$ cat config.mk
export PLATFORM = sky130hd
export DESIGN_NAME = x3q_fetch_unit
export DESIGN_NICKNAME = d
export VERILOG_FILES = /design/src/rtl/x3q_fetch_unit.sv
export SDC_FILE = /design/constraint.sdc
export NUM_CORES = 1
export LEC_CHECK = 0
export CORE_MARGIN = 4
export CORE_UTILIZATION = 60
export DETAILED_ROUTE_END_ITERATION = 6
export GPL_ROUTABILITY_DRIVEN = 0
export PLACE_DENSITY = 0.82
export SETUP_SLACK_MARGIN = 0.3
export SYNTH_ARGS = -nofsm -noshare
export SYNTH_HDL_FRONTEND = slang
export SYNTH_SLANG_ARGS = --single-unit
$ cat constraint.sdc
create_clock -name clk -period 4.3 [get_ports clk]
set_clock_uncertainty 0.15 [all_clocks]
set_input_delay 0.43 -clock clk [delete_from_list [all_inputs] [get_ports clk]]
set_output_delay 0.43 -clock clk [all_outputs]
set_load 0.01 [all_outputs]
$ cat src/rtl/x3q_fetch_unit.sv
`default_nettype none
// ============================================================================
// Module      : x3q_fetch_unit
// Description : Instruction-fetch front end with a prefetch queue. Issues
//               sequential single-word reads on the memory request bus and
//               buffers up to DEPTH {address, instruction} pairs for the
//               execute stage. A taken-jump redirect flushes the queue and
//               restarts fetch; a read still in flight at the redirect is
//               dropped when it completes.
// Revision    : 1.0 - initial release
// ----------------------------------------------------------------------------
// Ports
//   clk               in   clock, rising edge
//   reset             in   asynchronous active-low reset
//   fetch_enable      in   1 = new requests may be issued
//   request           out  one-cycle read request pulse
//   request_address   out  address of the current/last request (holds)
//   memory_in         in   read data, valid while memory_ready=1
//   memory_ready      in   one-cycle read-complete strobe
//   instr_valid       out  queue head valid
//   instr_data        out  head instruction
//   instr_address     out  address of head instruction
//   instr_take        in   pop head (ignored when instr_valid=0)
//   redirect          in   flush queue, restart fetch at redirect_address
//   redirect_address  in   new fetch PC
//   occupancy         out  number of queued entries
// ============================================================================
module x3q_fetch_unit #(
  parameter int                ADDR_W     = 16,
  parameter int                INSTR_W    = 16,
  parameter int                DEPTH      = 4,
  parameter int                INC        = 1,
  parameter logic [ADDR_W-1:0] RESET_ADDR = '0
) (
  input  logic                         clk,
  input  logic                         reset,
  input  logic                         fetch_enable,
  output logic                         request,
  output logic [ADDR_W-1:0]            request_address,
  input  logic [INSTR_W-1:0]           memory_in,
  input  logic                         memory_ready,
  output logic                         instr_valid,
  output logic [INSTR_W-1:0]           instr_data,
  output logic [ADDR_W-1:0]            instr_address,
  input  logic                         instr_take,
  input  logic                         redirect,
  input  logic [ADDR_W-1:0]            redirect_address,
  output logic [$clog2(DEPTH+1)-1:0]   occupancy
);

  localparam int c_PTR_W = $clog2(DEPTH);
  localparam int c_CNT_W = $clog2(DEPTH+1);

  // Fetch sequencer states
  localparam logic [1:0] c_IDLE    = 2'd0;  // nothing outstanding
  localparam logic [1:0] c_WAIT    = 2'd1;  // one read outstanding
  localparam logic [1:0] c_DISCARD = 2'd2;  // one read outstanding, data stale

  logic [1:0]          r_state;
  logic [ADDR_W-1:0]   r_fetch_pc;
  logic                r_req;
  logic [ADDR_W-1:0]   r_req_addr;

  logic [INSTR_W-1:0]  r_q_data [DEPTH];
  logic [ADDR_W-1:0]   r_q_addr [DEPTH];
  logic [c_PTR_W-1:0]  r_rd;
  logic [c_PTR_W-1:0]  r_wr;
  logic [c_CNT_W-1:0]  r_count;

  logic w_has_room;
  logic w_issue;
  logic w_push;
  logic w_pop;

  // Redirect overrides every other queue/fetch action in the same cycle.
  // Issue is gated on free space, so a later push can never overflow: at
  // most one read is outstanding and it was issued only while count<DEPTH.
  assign w_has_room = (r_count < c_CNT_W'(DEPTH));
  assign w_issue    = (r_state == c_IDLE) && fetch_enable && !redirect && w_has_room;
  assign w_push     = (r_state == c_WAIT) && memory_ready && !redirect;
  assign w_pop      = instr_take && (r_count != '0) && !redirect;

  // --------------------------------------------------------------------------
  // Fetch sequencer, PC and request bus
  // --------------------------------------------------------------------------
  always_ff @(posedge clk or negedge reset) begin
    if (!reset) begin
      r_state    <= c_IDLE;
      r_fetch_pc <= RESET_ADDR;
      r_req      <= 1'b0;
      r_req_addr <= '0;
    end else begin
      r_req <= w_issue;
      if (w_issue) begin
        r_req_addr <= r_fetch_pc;
      end

      if (redirect) begin
        r_fetch_pc <= redirect_address;
      end else if (w_push) begin
        r_fetch_pc <= r_fetch_pc + ADDR_W'(INC);
      end

      case (r_state)
        c_IDLE: begin
          if (w_issue) begin
            r_state <= c_WAIT;
          end
        end
        c_WAIT: begin
          // A completion in the redirect cycle is simply not pushed, so the
          // read is finished and the sequencer can return to IDLE.
          if (memory_ready) begin
            r_state <= c_IDLE;
          end else if (redirect) begin
            r_state <= c_DISCARD;
          end
        end
        c_DISCARD: begin
          // Further redirects only move the PC; the stale read still has to
          // be absorbed before a new one may be issued.
          if (memory_ready) begin
            r_state <= c_IDLE;
          end
        end
        default: begin
          r_state <= c_IDLE;
        end
      endcase
    end
  end

  // --------------------------------------------------------------------------
  // Prefetch queue: pointers are c_PTR_W bits wide and wrap on their own
  // because DEPTH is a power of two.
  // --------------------------------------------------------------------------
  always_ff @(posedge clk or negedge reset) begin
    if (!reset) begin
      r_rd    <= '0;
      r_wr    <= '0;
      r_count <= '0;
    end else if (redirect) begin
      r_rd    <= '0;
      r_wr    <= '0;
      r_count <= '0;
    end else begin
      if (w_push) begin
        r_wr <= r_wr + c_PTR_W'(1);
      end
      if (w_pop) begin
        r_rd <= r_rd + c_PTR_W'(1);
      end
      case ({w_push, w_pop})
        2'b10:   r_count <= r_count + c_CNT_W'(1);
        2'b01:   r_count <= r_count - c_CNT_W'(1);
        default: r_count <= r_count;
      endcase
    end
  end

  // Storage is reset so that the head outputs read zero out of reset.
  always_ff @(posedge clk or negedge reset) begin
    if (!reset) begin
      for (int i = 0; i < DEPTH; i++) begin
        r_q_data[i] <= '0;
        r_q_addr[i] <= '0;
      end
    end else if (w_push) begin
      r_q_data[r_wr] <= memory_in;
      r_q_addr[r_wr] <= r_fetch_pc;
    end
  end

  // --------------------------------------------------------------------------
  // Outputs: all driven from registers, no combinational input path
  // --------------------------------------------------------------------------
  assign request         = r_req;
  assign request_address = r_req_addr;
  assign instr_valid     = (r_count != '0);
  assign instr_data      = r_q_data[r_rd];
  assign instr_address   = r_q_addr[r_rd];
  assign occupancy       = r_count;

endmodule
`default_nettype wire

Yosys cells after proc, flatten, opt, wreduce, memory -nomap -nowiden. Cells that the tools add are included.

Bitwise logic cells: 2. Mux-type cells: 23. $lt $le $gt $ge: 4. Reductions and logical operators: 15. Add/sub/neg operators: 5. Eq/ne operators: 7.

Operators by type and width (number): 64-bit bitwise mux (2); 16-bit 2-to-1 mux (7); 16-bit binary-select mux with 2-bit select (2); 16-bit demux with 2-bit select (1); 16-bit by 1-bit adder with 16-bit output, second input constant (1); 2-bit 2-to-1 mux (8); 1-bit logical AND (8); 3-bit >= comparator, second input constant (2); 2-bit inverter with 3-bit output (2); 2-bit case mux with 3 select lines (1); 3-bit case mux with 2 select lines (1); 3-bit nonzero test (2); 2-bit by 1-bit adder with 2-bit output, second input constant (2); 2-bit by 1-bit == test with 1-bit output, second input constant (2); 2-bit == test, second input constant (2); 2-bit inequality test, second input constant (2); 2-bit nonzero test (2); 3-bit by 1-bit adder with 3-bit output, second input constant (1); 3-bit by 1-bit less-than comparator with 1-bit output, second input constant (1); 3-bit less-than comparator, second input constant (1); 3-bit 2-to-1 mux (1); 3-bit inequality test, second input constant (1); 3-bit AND reduction (1); 3-bit by 1-bit subtractor with 3-bit output, second input constant (1); 2 further kinds (2).

Register bits: 170. Output and inout bits: 53. Word-level logic and storage cells: 71. Input bits: 38.

Longest topological paths before layout. Gate-level depths: netlist of the first run.

Depth in word-level cells: 6. Gate-level depth with buffers: 7. Gate-level depth less buffers: 6.

Least setup slack after synthesis of the first run. Ideal clock, no wire load.

Path kind: input to register. Start point: in redirect. End point: reg r_count[2] (netlist: occupancy[2]). Setup slack: 2.162 ns. Cell stages on the path: 7. Setup time: 0.135 ns. Path buffers: 2. Data arrival time: 1.853 ns. Data required time: 4.015 ns. Cells stage by stage: clkbuf_1 clkbuf_1 nor3_1 fa_1 nor3_1 o21ai_0 nor3b_1.

Word-level cells in the longest chain between the ends: 5. Elaborated cells between the ends (all ways): 8. Those cells by class: eq/ne: 2; mux: 2; reduce/logical: 4.

Ends and longest elaborated chain: from (decl) (RTL line 46) `input logic redirect,`; 1-bit zero test (RTL line 80, 81); 1-bit logical AND, on equally long branches (RTL line 81, 80); 2-bit by 1-bit == test with 1-bit output or 2-bit == test (tied branches) (RTL line 153) `case ({w_push, w_pop})`; 3-bit case mux with 2 select lines (RTL line 153); 3-bit 2-to-1 mux (RTL line 142) `end else if (redirect) begin`; to (signal assigned) (RTL line 154) `2'b10: r_count <= r_count + c_CNT_W'(1);`; to (signal assigned) (RTL line 155) `2'b01: r_count <= r_count - c_CNT_W'(1);`; to (signal assigned) (RTL line 156) `default: r_count <= r_count;`; to (decl) (RTL line 68) `logic [c_CNT_W-1:0] r_count;`.

Several ways; a longest one is shown, not always the timed one. A chain may end at the register's enable or synchronous reset.

Worst setup path after layout of the first run.
Start point: reg r_rd[0]. End point: out instr_data[5].

Word-level cells in the longest chain between the ends: 4.

Ends and longest elaborated chain: from (decl) (RTL line 66) `logic [c_PTR_W-1:0] r_rd;`; from (signal assigned) (RTL line 151) `r_rd <= r_rd + c_PTR_W'(1);`; 2-bit inverter with 3-bit output (not written as such) (RTL line 180) `assign instr_data = r_q_data[r_rd];`; 16-bit binary-select mux with 2-bit select (RTL line 180); 16-bit 2-to-1 mux (not written as such) (2 in series) (RTL line 180); to (decl) (RTL line 43) `output logic [INSTR_W-1:0] instr_data,`.

Every way passes these cells. The select of a mux whose other input is x is not followed.

==> flow_summary.yaml, run 1 <==
placed_design:
  placedInstanceArea_um2: 8580
  io_buffers: 90
  post-place-ws_ps: 1380
  hpwl_um: 10100
  dp_cells: 740
route:
  drtIter0Drc: 298
  viasPerCell: 5.85
  dr_total_vias: 4503
  drt_pass1_iterations: 4
  wl_per_cell_um: 20.3
  antenna_left: 0
  drcViolationCount: 0
  drt-total-wl_um: 15600
global_route:
  antenna_found_initial: 0
  gr-usage-met3_pct: 5.66
  met2_usage_pct: 38.6
  grt_overflow: 0
  grt_pass1_wl_um: 26000
  grtUsageTotal_pct: 23.3
  grt_pass1_vias: 4998
  grt_start_max_net_pins: 114
  met1_usage_pct: 30.8
  busiest_layer: "met2"
clock_tree:
  cts_tree: "yes"
  clk_latency_ps: 420
  clkTransAtPathRegs_ps: 60
  cts.repair.resized: 0
  htree_levels: 4
  cts_inserted_buffers: 17
  cts.sinks: 170
  clockBufferDepth: 2
  hold_buffers: 0
  root_buffer: "clkbuf_16"
  postCtsSetupBuffers: 0
critical_path:
  r2r_start: "r_state[0]"
  timing.rr.end: "occupancy[2]"
  r2r_slack_ps: 2010
  required_ps: 3720
  startpoint_type: "flip-flop"
  crit_path_max_fanout: 22
  crit_path_end_kind: "primary output"
  ff2ff_path_depth: 6
  critPathArrivalTime_ps: 2710
  critical_path_class: "flip-flop to primary output"
power:
  ir_drop_uv: 401
  clkPwrFrac_pct: 26.1
  power_mw: 5.42
  intPower_mw: 3.94
  p_sw_mw: 1.48
  swShare_pct: 27.2
  combinationalPowerShare_pct: 32.7
  p_leak_nw: 4.13
  powerDensity_nw_per_um2: 594
  pwr-share-seq_pct: 41.2
floorplan:
  design.core.area_um2: 12200
  dieWidth_um: 120
  die_area_um2: 14500
  ios: 91
  num_rows: 40
  start_util_pct: 62.2
  fp.dieH_um: 120
logic_synthesis:
  synth_top_cell_area_share_pct: 56.2
  yosys_warnings: 0
  yosys.cell_types.count: 40
  syn_nets: 553
  ys_seq_area_share_pct: 56.2
  avgSynthCellArea_um2: 14.9
  syn_inst: 509
  synth-edff-count: 0
  synthesis.area_um2: 7570
  ys.flop_type: "dfrtp_1"
  async_flop_share_pct: 100
  synth_top_area_cell: "dfrtp_1"
  yosys-top-cells-area: "dfrtp_1 (56%), mux2_2 (22%), mux4_2 (9.5%)"
  ys_ff_latch: 170
timing:
  fin_setup_tns_ps: 0
  finalMaxSlewViolations: 0
  timing.hold.ws_ps: -34.4
  period_share_pct: 76.5
  rsz0062_at_grt: "false"
  setup_slack_ps: 1010
  max_freq_ghz: 0.304
  hold_viol: 11
  max_slew_margin_pct: 31.7
  worstMarginPinSlew_ps: 1020
  setup_violations: 0
  period_needed_ps: 3290
final_layout:
  postLayoutCellArea_um2: 9120
  drive_above_1_share_pct: 35.9
  nFillCells: 768
  syn_to_final_growth_pct: 20.5
  multi_input_area_um2: 3120
  antennaDiodeCount: 0
  regArea_um2: 4260
  final_cells: 770
  utilization_pct: 75.0
  nets: 635
outcome:
  status: "complete, but fails checks"
  violations: "hold timing"
flow_run:
  drv_cap: 0
hold_path:
  hold_class: "primary input to asynchronous set/reset pin"
metal layers:
metal  up-vias  share of wire [%]  routed length [um]
li1       2010                  -                   -
met1      2364                 44                6940
met2       110                 50                7840
met3        19                4.0                 624
met4         0                1.4                 225
met5         -                  0                   0
power by group through the flow:
stage	sequential, mW	combinational, mW	clock, mW
floorplan	2.14	1.02	0
global placement	2.23	1.76	0
detailed placement	2.25	1.80	0
CTS	2.24	1.80	1.43
global route	2.28	1.89	1.52
finish	2.23	1.77	1.41
logic make-up (layout without fill, tap and decap cells):
kind of cell | count (synthesis) | after routing | share of synthesized area [%]
AND/OR/NAND/NOR | 72 | 72 | 5.19
buffers and inverters | 44 | 137 | 2.63
adder cells (fa/ha/maj) | 6 | 6 | 1.09
AO/OA/AOI/OAI | 23 | 23 | 1.80
multiplexers | 179 | 179 | 31.4
flip-flops | 170 | 170 | 56.2
XOR/XNOR | 15 | 15 | 1.74
worst max path at each step:
stage                         from             to  slack [ps]  cells after the start
after global placement     r_rd[0]  instr_data[7]        1400                      3
final                      r_rd[0]  instr_data[5]        1010                      3
after global routing       r_rd[0]  instr_data[9]         830                      3
after CTS                  r_rd[0]  instr_data[5]         920                      3
after floorplan           redirect   occupancy[2]        2160                      7
after detailed placement   r_rd[0]  instr_data[5]        1380                      3
cell type report:
type / count / area share (%)
sequential: 170 / 46.6
clock buffer: 28 / 5.55
multi-input combinational: 295 / 34.2
clock inverter: 2 / 0.384
inverter: 8 / 0.329
tap: 168 / 2.30
timing repair buffer: 99 / 10.6
placed cells by master (no fill, tap or decap), drive strengths merged, types with 2 or more instances in the layout:
cell           Yosys  routed
a21oi              2       2
xor2               5       5
nand4              5       5
clkbuf            12      28
buf               24      10
mux2             145     145
dfrtp            170     170
xnor2             10      10
and3               3       3
clkinv             1       2
nand3b             2       2
nor2              10      10
ha                 5       5
o21ai             13      13
nor3               7       7
nand3              4       4
nand2             21      21
clkdlybuf4s50      0      89
nand4b             2       2
nor4               6       6
a21o               2       2
mux4              32      32
and2               4       4
mux2i              2       2
inv                7       7
a31oi              4       4
or3                2       2
worst max-delay path, stage by stage (launching register included):
cell and delay, ps:
dfrtp_2 860, buf_4 390, mux4_2 540, clkdlybuf4s50_1 490
sequential cells by signal, indices dropped and copies added (netlist names):
name             flops
occupancy            3
r_fetch_pc          16
r_q_addr            64
r_q_data            64
r_rd                 2
r_state              2
r_wr                 2
request              1
request_address     16
synthesized netlist by cell type (2+ instances only):
cell type,count
mux2i_1,2
mux2_2,145
a21o_1,2
nor2_1,10
nand4_1,5
nand3_1,4
clkbuf_1,11
ha_1,5
dfrtp_1,170
inv_1,7
nor4_1,5
o21ai_0,12
mux4_2,32
buf_2,23
and3_1,3
nor3_1,7
xnor2_1,10
and2_1,4
nand4b_1,2
or3_1,2
a31oi_1,4
nand2_1,21
xor2_1,5
a21oi_1,2
Note: power is estimated with default switching activity, not from simulation.
==> inputs of run 2 (changes only) <==
--- a/config.mk
+++ b/config.mk
@@ -6,10 +6,10 @@
 export NUM_CORES = 1
 export LEC_CHECK = 0
 export CORE_MARGIN = 4
-export CORE_UTILIZATION = 60
+export CORE_UTILIZATION = 56
 export DETAILED_ROUTE_END_ITERATION = 6
 export GPL_ROUTABILITY_DRIVEN = 0
-export PLACE_DENSITY = 0.82
+export PLACE_DENSITY = 0.77
 export SETUP_SLACK_MARGIN = 0.3
 export SYNTH_ARGS = -nofsm -noshare
 export SYNTH_HDL_FRONTEND = slang
==> constraint.sdc (replaced) <==
create_clock -name clk -period 3.38 [get_ports clk]
set_clock_uncertainty 0.15 [all_clocks]
set_input_delay 0.338 -clock clk [delete_from_list [all_inputs] [get_ports clk]]
set_output_delay 0.338 -clock clk [all_outputs]
set_load 0.01 [all_outputs]
==> run 2 against run 1 <==
Compared with the run above: the run now ends clean; critical endpoint is now instr_address[9]; clock power increased by 21%; non-clock buffer count up 10; cell area rose by 0.84%; wire length fell by 0.99%.
==> flow_summary.yaml, run 2 (synthesis gave the netlist of run 1 again) <==
timing:
  max_slew_margin_pct: 47.9
  fin_setup_tns_ps: 0
  hold_viol: 0
  worstMarginPinSlew_ps: 781
  setup_violations: 0
  finalMaxSlewViolations: 0
  period_needed_ps: 2670
  period_share_pct: 79.1
  max_freq_ghz: 0.374
  rsz0062_at_grt: "false"
hold_path:
  min_path_cells: 3
  hold_path_end: "r_fetch_pc[8]"
  hold_class: "primary input to flip-flop"
  hold_start: "redirect_address[8]"
route:
  dr_total_vias: 4528
  viasPerCell: 5.75
  drcViolationCount: 0
  wl_per_cell_um: 19.7
  antenna_left: 0
  drt-total-wl_um: 15500
  drt_pass1_iterations: 4
  drtIter0Drc: 278
final_layout:
  nets: 645
  regArea_um2: 4260
  layout_common_cells: "dfrtp_1 (169), mux2_2 (145), clkdlybuf4s50_1 (89)"
  antennaDiodeCount: 0
  syn_to_final_growth_pct: 21.5
  final_cells: 787
  reg_top3: "r_q_addr: 64 flops, r_q_data: 64 flops"
  drive_above_1_share_pct: 37.0
  nFillCells: 952
  final_common_cell: "dfrtp_1"
  utilization_pct: 69.5
  multi_input_area_um2: 3120
  postLayoutCellArea_um2: 9200
clock_tree:
  htree_levels: 4
  cts_tree: "yes"
  clkTransAtPathRegs_ps: 60
  clk_latency_ps: 420
  clockBufferDepth: 2
  root_buffer: "clkbuf_16"
  cts.sinks: 170
  cts_inserted_buffers: 17
critical_path:
  required_ps: 2890
  critPathArrivalTime_ps: 2180
  critical_path_class: "flip-flop to primary output"
  startpoint_type: "flip-flop"
  r2r_slack_ps: 1080
  r2r_start: "occupancy[2]"
  timing.rr.end: "occupancy[2]"
  cp-startpoint: "r_rd[0]"
  crit_path_max_fanout: 14
  ff2ff_path_depth: 6
  crit_path_end_kind: "primary output"
global_route:
  grt_pass1_vias: 5074
  grt_start_max_net_pins: 87
  antenna_found_initial: 0
  grt_overflow: 0
  grtUsageTotal_pct: 21.3
  grt_pass1_wl_um: 26200
power:
  ir_drop_uv: 434
  p_leak_nw: 4.17
  power_mw: 6.84
  powerDensity_nw_per_um2: 743
floorplan:
  fp.dieH_um: 124
  die_area_um2: 15400
  dieWidth_um: 124
  ios: 91
  start_util_pct: 57.2
  num_rows: 42
  design.core.area_um2: 13200
outcome:
  status: "complete, no violations"
flow_run:
  drv_cap: 0
placed_design:
  dp_cells: 757
  io_buffers: 90
  hpwl_um: 10300
  placedInstanceArea_um2: 8680
## run 2: cell types whose count changed in the layout (fill, tap and decap cells not counted), sizes merged
| cell | change |
|---|---|
| bufinv | -1 |
| clkbuf | -3 |
| dlygate4sd3 | +1 |
| buf | +9 |
| clkinv | +3 |
## run 2: worst max-delay path, cell delays in order, from the launching register on
cell and delay [ps]:
dfrtp_2 380, buf_4 300, mux4_2 560, clkdlybuf4s50_1 520
## run 2: through the flow
stage,hold WS (ps),setup slack [ps]
after floorplan,-108,1330
after global placement,284,764
after detailed placement,300,642
after CTS,317,665
after global routing,342,614
final,338,708
## run 2: area by class of cell
cell class / instances / area share (%)
Sequential cell: 170 / 46.3
Multi-Input combinational cell: 295 / 33.9
Timing Repair Buffer: 109 / 11.7
Clock buffer: 25 / 5.28
Tap cell: 176 / 2.39
Inverter: 8 / 0.326
Clock inverter: 4 / 0.218
## run 2: what timing repair did
action                    4_1_cts  5_1_grt
setup buffers                   0        0
resized for setup               0        0
hold endpoints to repair       83        0
hold buffers                    1        0
## run 2: routing by layer
metal / GRT usage (%) / share of wire [%]
met1: 27.6 / 44
met2: 35.3 / 50
met3: 5.27 / 4.3
met4: 7.48 / 1.8
met5: 0 / 0
## run 2: report_power, final
part / leakage, nW / switching [mW] / total, mW / internal [mW]
sequential: 2.23 / 0.284 / 2.75 / 2.47
clock: 0.253 / 0.715 / 1.70 / 0.980
combinational: 1.69 / 0.890 / 2.39 / 1.50
total: 4.17 / 1.89 / 6.84 / 4.95
## run 2: how the worst max path moves through the flow
stage	to	slack (ps)	cells past startpoint
floorplan	occupancy[2]	1330	6
global placement	occupancy[2]	760	7
detailed placement	occupancy[2]	640	7
CTS	instr_address[11]	670	3
global route	instr_address[11]	610	3
finish	instr_address[9]	710	3
==> inputs of run 3 (changes only) <==
--- a/config.mk
+++ b/config.mk
@@ -6,10 +6,10 @@
 export NUM_CORES = 1
 export LEC_CHECK = 0
 export CORE_MARGIN = 4
-export CORE_UTILIZATION = 56
+export CORE_UTILIZATION = 50
 export DETAILED_ROUTE_END_ITERATION = 6
 export GPL_ROUTABILITY_DRIVEN = 0
-export PLACE_DENSITY = 0.77
+export PLACE_DENSITY = 0.73
 export SETUP_SLACK_MARGIN = 0.3
 export SYNTH_ARGS = -nofsm -noshare
 export SYNTH_HDL_FRONTEND = slang
==> constraint.sdc (replaced) <==
create_clock -name clk -period 2.2 [get_ports clk]
set_clock_uncertainty 0.15 [all_clocks]
set_input_delay 0.22 -clock clk [delete_from_list [all_inputs] [get_ports clk]]
set_output_delay 0.22 -clock clk [all_outputs]
set_load 0.01 [all_outputs]
==> run 3 against run 2 <==
Compared with the run above: the flow now finishes with violations (setup timing); count of clock-buffer cells in the layout fell by 5; sequential power up 54%; critical path type unchanged; global-route usage decreased by 0.68 points; first-iteration DRC count fell by 32%.
==> flow_summary.yaml, run 3 (synthesis gave the netlist of run 1 again) <==
outcome:
  status: "complete, but fails checks"
  violations: "setup timing"
route:
  dr_total_vias: 4690
  viasPerCell: 5.68
  antenna_left: 0
  drtIter0Drc: 189
  wl_per_cell_um: 20.3
  drcViolationCount: 0
  drt-total-wl_um: 16800
  drt_pass1_iterations: 6
floorplan:
  start_util_pct: 51.5
  design.core.area_um2: 14700
  fp.dieH_um: 131
  dieWidth_um: 131
  num_rows: 44
  die_area_um2: 17200
  ios: 91
final_layout:
  syn_to_final_growth_pct: 29.0
  nets: 672
  multi_input_area_um2: 3200
  nFillCells: 1066
  layout_common_cells: "dfrtp_1 (161), mux2_2 (145), clkdlybuf4s50_1 (55)"
  drive_above_1_share_pct: 48.7
  regArea_um2: 4270
  final_common_cell: "dfrtp_1"
  antennaDiodeCount: 0
  reg_top3: "r_q_addr: 64 flops, r_q_data: 64 flops"
global_route:
  grt_pass1_vias: 5077
  antenna_found_initial: 0
  grtUsageTotal_pct: 20.6
  grt_overflow: 0
  grt_start_max_net_pins: 67
  grt_pass1_wl_um: 26700
timing:
  worstMarginPinSlew_ps: 637
  max_slew_margin_pct: 57.6
  period_needed_ps: 2250
  period_share_pct: 102
  setup_slack_ps: -51.9
  timing.hold.ws_ps: 218
  hold_viol: 0
  max_freq_ghz: 0.444
  setup_violations: 11
  rsz0062_at_grt: "true"
  finalMaxSlewViolations: 0
clock_tree:
  clockBufferDepth: 2
  clk_latency_ps: 420
  root_buffer: "clkbuf_16"
  clkTransAtPathRegs_ps: 70
  htree_levels: 4
  cts.sinks: 170
  cts_tree: "yes"
  cts_inserted_buffers: 17
hold_path:
  hold_class: "primary input to flip-flop"
power:
  p_leak_nw: 4.46
  powerDensity_nw_per_um2: 1180
  ir_drop_uv: 687
  power_mw: 11.5
critical_path:
  crit_path_cell_trace: "buf_6 -> buf_12 -> buf_16 -> mux4_2 -> buf_6"
  cpMaxStageDelayCell: "mux4_2"
  slowest_delay_ps: 510
  crit_path_max_fanout: 5
  r2r_slack_ps: 310
  critical_path_class: "flip-flop to primary output"
  critPathArrivalTime_ps: 1880
  required_ps: 1830
  crit_buf_inv: 4
  crit_path_end_kind: "primary output"
  startpoint_type: "flip-flop"
  path_delay_family: "multiplexers"
  critPathMostFrequentCell: "buf_6"
flow_run:
  drv_cap: 0
placed_design:
  io_buffers: 90
  post-place-ws_ps: -44.5
  hpwl_um: 10600
-- run 3: cell types whose count changed in the layout (fill, tap and decap cells not counted), moves of 3 or more --
cell / delta
dfrtp_2: +8
buf_4: +13
nor3_1: -3
clkbuf_1: -3
clkinvlp_4: +5
clkdlybuf4s50_1: -34
dfrtp_1: -8
buf_12: +8
buf_2: +3
buf_16: +4
buf_6: +31
-- run 3: area by class of cell --
class / instances / share of cell area (%)
Timing Repair Buffer: 136 / 15.3
Clock inverter: 12 / 1.04
Multi-Input combinational cell: 295 / 32.8
Inverter: 8 / 0.307
Sequential cell: 170 / 43.7
Clock buffer: 20 / 4.57
Tap cell: 184 / 2.36
-- run 3: final timing paths --
path                                startpoint             to  cells after the start
min                        redirect_address[3]  r_fetch_pc[3]                      3
min reg2reg                       r_q_addr[31]   r_q_addr[31]                      1
min in group asynchronous                reset   r_q_data[58]                      2
max                                    r_rd[0]  instr_data[3]                      5
max reg2reg                       occupancy[0]   occupancy[2]                      6
max in group asynchronous                reset  r_fetch_pc[3]                      3
-- run 3: where the power goes --
part | internal, mW | total [mW] | leakage [nW] | switching (mW)
registers | 3.79 | 4.24 | 2.22 | 0.446
clock network | 1.58 | 2.77 | 0.258 | 1.20
logic | 2.82 | 4.48 | 1.98 | 1.66
-- run 3: tightest hold or removal path, delay by kind of cell --
family | cells | cell delay [ps]
AOI/OAI and AO/OA | 1 | 70
buffers and inverters | 1 | 390
and+or+nand+nor | 1 | 60
-- run 3: layer usage --
layer  up-vias  track usage [%]  share of wire (%)
li1       2102                -                  -
met1      2462             27.5                 43
met2       112             34.2                 52
met3        14             4.96                4.4
met4         0             5.57                1.0
met5         -                0                  0
-- run 3: what timing repair did --
action | CTS | global route
hold buffers | 1 | 0
gates resized for setup | 174 | 18
gates cloned | 4 | 0
hold endpoints to repair | 61 | 0
endpoints found under the setup margin | 39 | 140
setup buffers | 7 | 7
pin swaps | 1 | 4
-- run 3: per-stage QoR --
stage	area, um2	utilization (%)	instances	TNS, ps
6_report	9770	66.4	825	-381
5_1_grt	9770	66.4	825	-1490
4_1_cts	9640	65.6	818	-306
3_5_place_dp	8860	60.3	774	-70.2
3_3_place_gp	8860	60.3	774	-6.85
2_1_floorplan	7600	-	509	0
